$ cat config.mk
export PLATFORM = sky130hd
export DESIGN_NAME = conv_filter_sequencer
export DESIGN_NICKNAME = d
export VERILOG_FILES = /design/src/rtl/conv_filter_sequencer.sv
export SDC_FILE = /design/constraint.sdc
export NUM_CORES = 1
export LEC_CHECK = 0
export ABC_AREA = 1
export CELL_PAD_IN_SITES_DETAIL_PLACEMENT = 1
export CELL_PAD_IN_SITES_GLOBAL_PLACEMENT = 2
export CORE_MARGIN = 4
export CORE_UTILIZATION = 25
export CTS_BUF_LIST = sky130_fd_sc_hd__clkbuf_8
export DETAILED_ROUTE_END_ITERATION = 12
export GPL_TIMING_DRIVEN = 0
export HOLD_SLACK_MARGIN = 0.03
export PLACE_DENSITY_LB_ADDON = 0.1
export SYNTH_ARGS = -nofsm -noshare
export SYNTH_HDL_FRONTEND = slang
export SYNTH_SLANG_ARGS = --single-unit
$ cat constraint.sdc
create_clock -name clk -period 1.6 [get_ports clk]
set_input_delay 0.16 -clock clk [delete_from_list [all_inputs] [get_ports clk]]
set_output_delay 0.16 -clock clk [all_outputs]
set_load 0.1 [all_outputs]
$ cat src/rtl/conv_filter_sequencer.sv
// conv_filter_sequencer: runs a conv layer filter by filter, loading weights then issuing output windows under credit control
module conv_filter_sequencer #(
  parameter int NUM_FILTERS        = 4,
  parameter int FSEL_W             = 2,
  parameter int addressWidthFilter = 4,
  parameter int FILTER_BASE        = 0,
  parameter int OUT_ROWS           = 26,
  parameter int OUT_COLS           = 26,
  parameter int ROW_W              = 5,
  parameter int COL_W              = 5,
  parameter int MAX_OUT            = 4,
  parameter int OUT_W              = 3
) (
  input  logic                          clk,
  input  logic                          rst,
  input  logic                          start_i,
  output logic                          busy_o,
  output logic                          done_o,
  output logic                          err_o,
  output logic                          mem_en_o,
  output logic [FSEL_W-1:0]             mem_sel_o,
  output logic [addressWidthFilter-1:0] mem_addr_o,
  output logic                          weights_load_o,
  output logic                          win_valid_o,
  input  logic                          win_ready_i,
  output logic [ROW_W-1:0]              win_row_o,
  output logic [COL_W-1:0]              win_col_o,
  input  logic                          res_valid_i
);
  localparam logic [2:0] S_IDLE  = 3'd0;
  localparam logic [2:0] S_FETCH = 3'd1;
  localparam logic [2:0] S_LOAD  = 3'd2;
  localparam logic [2:0] S_RUN   = 3'd3;
  localparam logic [2:0] S_DRAIN = 3'd4;
  localparam logic [2:0] S_DONE  = 3'd5;

  logic [2:0]        state_q, state_d;
  logic [FSEL_W-1:0] sel_q, sel_d;
  logic [ROW_W-1:0]  row_q, row_d;
  logic [COL_W-1:0]  col_q, col_d;
  logic [OUT_W-1:0]  cnt_q, cnt_d;
  logic              valid_q, valid_d;
  logic              err_q, err_d;
  logic              armed_q;
  logic              busy_q, done_q, en_q, load_q;
  logic              accept, xfer, last_row, last_col, last_sel;

  assign accept   = (state_q == S_IDLE) && start_i;
  assign xfer     = valid_q && win_ready_i;
  assign last_row = row_q == ROW_W'(OUT_ROWS - 1);
  assign last_col = col_q == COL_W'(OUT_COLS - 1);
  assign last_sel = sel_q == FSEL_W'(NUM_FILTERS - 1);

  // Next-state sequencing of the layer: fetch, load, issue windows, drain per filter
  always_comb begin
    state_d = state_q;
    case (state_q)
      S_IDLE:  state_d = start_i ? S_FETCH : S_IDLE;
      S_FETCH: state_d = S_LOAD;
      S_LOAD:  state_d = S_RUN;
      S_RUN:   state_d = (xfer && last_row && last_col) ? S_DRAIN : S_RUN;
      S_DRAIN: state_d = (cnt_d != '0) ? S_DRAIN : last_sel ? S_DONE : S_FETCH;
      S_DONE:  state_d = S_IDLE;
      default: state_d = S_IDLE;
    endcase
  end

  // Datapath next values: credit count, raster position, filter index, sticky error
  always_comb begin
    cnt_d   = (xfer && !res_valid_i) ? cnt_q + OUT_W'(1) :
              (!xfer && res_valid_i && cnt_q != '0) ? cnt_q - OUT_W'(1) : cnt_q;
    sel_d   = accept ? '0 : (state_q == S_DRAIN && state_d == S_FETCH) ? sel_q + FSEL_W'(1) : sel_q;
    row_d   = (state_q == S_LOAD) ? '0 : !(xfer && last_col) ? row_q : last_row ? '0 : row_q + ROW_W'(1);
    col_d   = (state_q == S_LOAD) ? '0 : !xfer ? col_q : last_col ? '0 : col_q + COL_W'(1);
    valid_d = (state_d == S_RUN) && ((valid_q && !xfer) || cnt_d < OUT_W'(MAX_OUT));
    err_d   = accept ? 1'b0 : err_q | (res_valid_i && cnt_q == '0 && armed_q);
  end

  // State and registered outputs; armed keeps post-reset stray results from flagging errors
  always_ff @(posedge clk or posedge rst) begin
    if (rst) begin
      state_q <= S_IDLE;
      sel_q   <= '0;
      row_q   <= '0;
      col_q   <= '0;
      cnt_q   <= '0;
      valid_q <= 1'b0;
      err_q   <= 1'b0;
      armed_q <= 1'b0;
      busy_q  <= 1'b0;
      done_q  <= 1'b0;
      en_q    <= 1'b0;
      load_q  <= 1'b0;
    end else begin
      state_q <= state_d;
      sel_q   <= sel_d;
      row_q   <= row_d;
      col_q   <= col_d;
      cnt_q   <= cnt_d;
      valid_q <= valid_d;
      err_q   <= err_d;
      armed_q <= armed_q | accept;
      busy_q  <= state_d inside {S_FETCH, S_LOAD, S_RUN, S_DRAIN};
      done_q  <= state_d == S_DONE;
      en_q    <= state_d == S_FETCH;
      load_q  <= state_d == S_LOAD;
    end
  end

  assign busy_o         = busy_q;
  assign done_o         = done_q;
  assign err_o          = err_q;
  assign mem_en_o       = en_q;
  assign mem_sel_o      = sel_q;
  assign mem_addr_o     = addressWidthFilter'(FILTER_BASE);
  assign weights_load_o = load_q;
  assign win_valid_o    = valid_q;
  assign win_row_o      = row_q;
  assign win_col_o      = col_q;
endmodule

==> impl_metrics.py, run 1 <==
metrics = {
    "floorplan": {
        "io_pins": 27,
        "chipHeight_um": 84.2,
        "num_rows": 27,
        "die_w_um": 84.2,
        "die_area_um2": 7090,
        "start_util_pct": 26.0,
        "core_area_um2": 5570,
    },
    "global_route": {
        "use_met1_pct": 14.7,
        "grt_max_degree": 26,
        "grt_pass1_wl_um": 6530,
        "grt_use_total_pct": 11.1,
        "grt-busiest-layer": "met2",
        "met3_usage_pct": 2.36,
        "grtUsageMet2_pct": 18.4,
        "grt-ovfl-total": 0,
        "antenna_found_initial": 0,
        "grt_pass1_vias": 1371,
    },
    "clock_network": {
        "cts_tree": "built",
        "clk_pin_slew_worst_paths_ns": 0.10,
        "numCtsBuffers": 3,
        "clock_path_buffers": 2,
        "cts.htree.levels": 1,
        "cts_hold_buffers": 0,
        "cts_root_buf": "clkbuf_8",
        "clock-sinks": 25,
        "clock_latency_ns": 0.27,
    },
    "placement": {
        "place_ws_ns": -0.314,
        "place_inst": 267,
        "io_buffers": 22,
        "dpl.hpwl_um": 2700,
        "gp_congestion": 0.720,
    },
    "synth": {
        "synthAdderAreaFrac_pct": 6.90,
        "ys_types": 27,
        "ys_seq_area_share_pct": 43.1,
        "synth_seq_cells": 25,
        "synthXorXnorAreaFrac_pct": 1.81,
        "async_flop_share_pct": 100,
        "postSynthAreaPerCell_um2": 8.54,
        "synth-compound-area-share_pct": 7.24,
        "synth-edff-count": 0,
        "synth_area_um2": 1450,
        "muxShareOfSynthArea_pct": 0,
        "synth_flop_cell": "dfrtp_1",
        "synthSimpleGateAreaFrac_pct": 30.0,
        "syn-instance-count": 170,
        "ys_warn_count": 0,
        "synth_top_family_by_area": "simple AND/OR/NAND/NOR gates",
    },
    "route": {
        "drt_iter0_drc": 40,
        "drc_errors": 0,
        "wire_per_inst_um": 12.9,
        "num_vias": 1252,
        "first_pass_iters": 2,
        "antenna_left": 0,
        "wirelength_um": 3750,
        "vias_per_cell": 4.32,
    },
    "final_layout": {
        "nets": 232,
        "syn2layout_area_growth_pct": 50.9,
        "fillers": 639,
        "final-instance-count-excl-fill": 290,
        "antenna_cells": 0,
        "drive_gt1_share_pct": 48.6,
    },
    "worst_setup_path": {
        "reg2reg_from": "win_col_o[1]",
        "setup.worst_path.start_class": "flip-flop",
        "crit_path_end_kind": "flip-flop",
        "rr_worst_depth": 11,
        "arrival_ns": 1.93,
        "crit_required_ns": 1.78,
        "cp_max_fo": 3,
        "reg2reg_to": "busy_o",
        "worst-setup-path-type": "flip-flop to flip-flop",
        "reg2reg_slack_ns": -0.16,
    },
    "timing": {
        "fin_crit_ns": 1.76,
        "finalCritPeriodShare_pct": 110,
        "finClkSkew_ns": 0.00622,
        "setup_violations": 13,
        "rsz0062_at_grt": "true",
        "finalMaxSlewViolations": 0,
        "layout_setup_ws_ns": -0.156,
        "tightest_slew_ns": 1.02,
        "fmax_ghz": 0.569,
        "setup_tns_ns": -0.942,
        "finalHoldViolCount": 0,
        "slew_headroom_pct": 31.9,
    },
    "run_status": {
        "status": "complete, but fails checks",
        "violations": "setup timing",
    },
    "power": {
        "p_per_area_nw_per_um2": 1390,
        "p_leak_nw": 0.998,
        "irDropWorstVdd_mv": 0.649,
    },
    "worst_hold_path": {
        "min_path_type": "input port to asynchronous set/reset pin",
    },
    "flow_run": {
        "maxCapViolCount": 0,
    },
}
[per-layer routing]
| metal | part of all wire (%) | vias to the layer above |
|---|---|---|
| li1 | - | 629 |
| met1 | 48 | 600 |
| met2 | 48 | 18 |
| met3 | 3.4 | 5 |
| met4 | 0.93 | 0 |
| met5 | 0 | - |
[critical path, cell delays in order, from the launching register on]
cell and delay [ns]:
dfrtp_4 0.51, inv_4 0.07, ha_4 0.11, nand4_1 0.15, nor2_4 0.18, nand2_2 0.08
a31oi_4 0.20, nand2_4 0.09, nand2_2 0.08, nand2_1 0.06, nor2_1 0.09, nor2_1 0.05
[sequential cells by signal (all words and copies together), names as in the netlist, 2 cells and up]
register and flops:
cnt_q 3, mem_sel_o 2, state_q 3, win_col_o 5, win_row_o 5
[layout make-up]
type	instances	area, um2	share of cell area, %
Sequential cell	25	649	29.6
Inverter	32	133	6.05
Tap cell	72	90.1	4.11
Timing Repair Buffer	41	380	17.4
Buffer	4	30.0	1.37
Multi-Input combinational cell	112	862	39.3
Clock inverter	1	5.00	0.228
Clock buffer	3	41.3	1.88
[power by group]
group	switching, W	internal [W]	total [W]
sequential	0.000130	0.000784	0.000914
combinational	0.00119	0.000546	0.00174
clock	0.000219	0.000175	0.000393
[synthesized netlist by cell type, types with 5 or more instances]
library cell | instances | area share, %
nand3_1 | 8 | 2.8
nand2_4 | 5 | 3.9
ha_1 | 8 | 6.9
nand2_1 | 24 | 6.2
a21oi_1 | 5 | 1.7
o21ai_0 | 5 | 1.7
nor2_1 | 17 | 4.4
dfrtp_1 | 25 | 43
inv_1 | 29 | 7.5
nand4_1 | 5 | 2.2
nor3_1 | 7 | 2.4
[how the worst max path moves through the flow]
| stage | slack, ns | end | depth (start not counted) | start |
|---|---|---|---|---|
| after floorplan | -0.20 | busy_o | 11 | win_col_o[1] |
| after global placement | -0.29 | win_row_o[4] | 7 | win_col_o[0] |
| after detailed placement | -0.31 | mem_sel_o[0] | 13 | win_ready_i |
| after CTS | -0.20 | busy_o | 11 | win_col_o[1] |
| after global routing | -0.28 | busy_o | 11 | win_col_o[1] |
| final | -0.16 | busy_o | 11 | win_col_o[1] |
[logic make-up after synthesis]
logic type	after synthesis
compound gates	17
xor+xnor	3
fa+ha+maj	8
buf+inv	36
flops	25
other cells	1
simple gates	80
[metrics by stage]
stage               hold WS, ns  power [W]  instance area, um2  utilization (%)
detailed placement        0.450    0.00233                1800             32.3
global route              0.506    0.00324                2190             39.3
finish                    0.432    0.00305                2190             39.3
global placement          0.439    0.00230                1800             32.3
floorplan                 0.187    0.00201                1490                -
CTS                       0.474    0.00285                2040             36.5
[repair_timing]
item                                    CTS  global route
pin swaps                                 7            17
setup buffers                             9            10
endpoints found under the setup margin   32            17
gates resized for setup                  74            25
[placed cells by master, fill, tap and decap left out, drive strengths merged]
cell           count
nand2             33
inv               31
dfrtp             25
buf               23
nor2              21
clkdlybuf4s15     16
nand3             13
ha                 8
nor3               7
a21oi              6
nand4              5
o21ai              5
clkbuf             5
conb               4
clkdlybuf4s50      4
xor2               3
o21bai             2
clkinv             2
a31oi              2
o22ai              2
and3               1
(Power assumes the default switching activity.)
==> run 2, diff against run 1 <==
--- a/config.mk
+++ b/config.mk
@@ -6,15 +6,12 @@
 export NUM_CORES = 1
 export LEC_CHECK = 0
 export ABC_AREA = 1
-export CELL_PAD_IN_SITES_DETAIL_PLACEMENT = 1
-export CELL_PAD_IN_SITES_GLOBAL_PLACEMENT = 2
 export CORE_MARGIN = 4
 export CORE_UTILIZATION = 25
 export CTS_BUF_LIST = sky130_fd_sc_hd__clkbuf_8
 export DETAILED_ROUTE_END_ITERATION = 12
 export GPL_TIMING_DRIVEN = 0
 export HOLD_SLACK_MARGIN = 0.03
-export PLACE_DENSITY_LB_ADDON = 0.1
 export SYNTH_ARGS = -nofsm -noshare
 export SYNTH_HDL_FRONTEND = slang
 export SYNTH_SLANG_ARGS = --single-unit
==> impl_metrics.py, run 2 (same netlist as run 1, synthesis figures left out) <==
metrics = {
    "worst_setup_path": {
        "crit_required_ns": 1.76,
        "crit_path_end_kind": "flip-flop",
        "worst-setup-path-type": "flip-flop to flip-flop",
        "cp_max_fo": 3,
        "arrival_ns": 1.92,
        "rr_worst_depth": 10,
        "setup.worst_path.start_class": "flip-flop",
    },
    "worst_hold_path": {
        "min_path_type": "input port to asynchronous set/reset pin",
    },
    "clock_network": {
        "clock_path_buffers": 2,
        "cts_tree": "built",
        "clock_latency_ns": 0.27,
        "cts_root_buf": "clkbuf_8",
        "clk_pin_slew_worst_paths_ns": 0.09,
        "clock-sinks": 25,
        "cts.htree.levels": 1,
        "numCtsBuffers": 3,
    },
    "final_layout": {
        "seq_area_um2": 649,
        "nets": 234,
        "drive_gt1_share_pct": 44.5,
        "finalInstanceArea_um2": 2130,
        "fillers": 544,
        "syn2layout_area_growth_pct": 47.0,
        "final_cell_mix": "inv_1, buf_4, nand2_1",
        "antenna_cells": 0,
        "final_common_cell": "inv_1",
        "final-instance-count-excl-fill": 292,
        "multi_input_area_um2": 813,
    },
    "timing": {
        "rsz0062_at_grt": "true",
        "fmax_ghz": 0.566,
        "finClkSkew_ns": 0.00541,
        "finalMaxSlewViolations": 0,
        "slew_headroom_pct": 35.9,
        "setup_violations": 13,
        "tightest_slew_ns": 0.960,
        "finalCritPeriodShare_pct": 110,
        "fin_crit_ns": 1.77,
        "layout_setup_ws_ns": -0.166,
        "hold_slack_ns": 0.406,
        "setup_tns_ns": -1.32,
        "finalHoldViolCount": 0,
    },
    "route": {
        "antenna_left": 0,
        "drc_errors": 0,
        "drt_iter0_drc": 31,
        "num_vias": 1194,
        "wire_per_inst_um": 11.0,
        "wirelength_um": 3220,
        "first_pass_iters": 3,
        "vias_per_cell": 4.09,
    },
    "placement": {
        "gp_congestion": 0.792,
        "dpl.hpwl_um": 2160,
        "place_inst": 267,
        "placed_area_um2": 1800,
        "io_buffers": 22,
    },
    "power": {
        "power_w": 0.00295,
        "irDropWorstVdd_mv": 0.539,
        "p_per_area_nw_per_um2": 1380,
        "p_leak_nw": 1.00,
    },
    "run_status": {
        "violations": "setup timing",
        "status": "complete, but fails checks",
    },
    "floorplan": {
        "io_pins": 27,
        "die_w_um": 84.2,
        "num_rows": 27,
        "core_area_um2": 5570,
        "chipHeight_um": 84.2,
        "start_util_pct": 26.0,
        "die_area_um2": 7090,
    },
    "global_route": {
        "grtUsageMet2_pct": 15.7,
        "met3_usage_pct": 1.96,
        "grt_pass1_vias": 1217,
        "grt-ovfl-total": 0,
        "antenna_found_initial": 0,
        "grt_max_degree": 26,
        "grt_pass1_wl_um": 5470,
        "grt-busiest-layer": "met2",
        "grt_use_total_pct": 9.35,
        "use_met1_pct": 12.2,
    },
    "flow_run": {
        "maxCapViolCount": 0,
    },
}
run 2: changes by cell type in the layout (fill, tap and decap cells not counted), sizes merged:
cell           previous run  this run
dlygate4sd2               0         1
clkbuf                    5         7
buf                      23        25
clkinv                    2         1
inv                      31        32
clkdlybuf4s15            16        13
run 2: final timing paths:
| check | start | endpoint | slack (ns) |
|---|---|---|---|
| max | win_col_o[1] | win_col_o[1] | -0.17 |
| min | rst | win_col_o[2] | 0.41 |
| max reg2reg | win_col_o[1] | win_col_o[1] | -0.17 |
| min reg2reg | armed_q | armed_q | 0.47 |
| max in group asynchronous | rst | win_valid_o | 0.49 |
| min in group clk | armed_q | armed_q | 0.47 |
run 2: layout make-up:
| cell class | count | area share, % |
|---|---|---|
| Timing Repair Buffer | 43 | 17.5 |
| Clock inverter | 1 | 0.176 |
| Clock buffer | 3 | 1.94 |
| Inverter | 32 | 6.22 |
| Buffer | 4 | 1.41 |
| Multi-Input combinational cell | 112 | 38.1 |
| Sequential cell | 25 | 30.4 |
| Tap cell | 72 | 4.22 |
run 2: worst max-delay path, cell delays in order, from the launching register on:
cell     delay (ns)
dfrtp_4        0.50
inv_4          0.07
ha_4           0.11
nand4_1        0.15
buf_4          0.19
buf_4          0.12
buf_4          0.12
buf_4          0.12
buf_4          0.12
nand3_2        0.09
o22ai_1        0.07
run 2: routing by layer:
layer | vias to the layer above | wire, um
li1 | 631 | -
met1 | 539 | 1540
met2 | 20 | 1550
met3 | 4 | 98
met4 | 0 | 31
met5 | - | 0
run 2: where the power goes:
group	internal [W]	switching, W
Sequential	0.000784	0.000133
Clock	0.000172	0.000197
Combinational	0.000512	0.00115
Total	0.00147	0.00148
run 2: stage by stage:
| stage | setup WS (ns) | util [%] |
|---|---|---|
| finish | -0.166 | 38.3 |
| CTS | -0.192 | 36.1 |
| floorplan | -0.203 | - |
| detailed placement | -0.296 | 32.3 |
| global placement | -0.267 | 32.3 |
| global route | -0.258 | 38.3 |
run 2: timing repair:
action / CTS / global route
hold buffers: 0 / 0
setup endpoints to repair: 30 / 23
pin swaps: 8 / 12
resized for setup: 59 / 27
buffers inserted: 13 / 8
cloned: 0 / 0
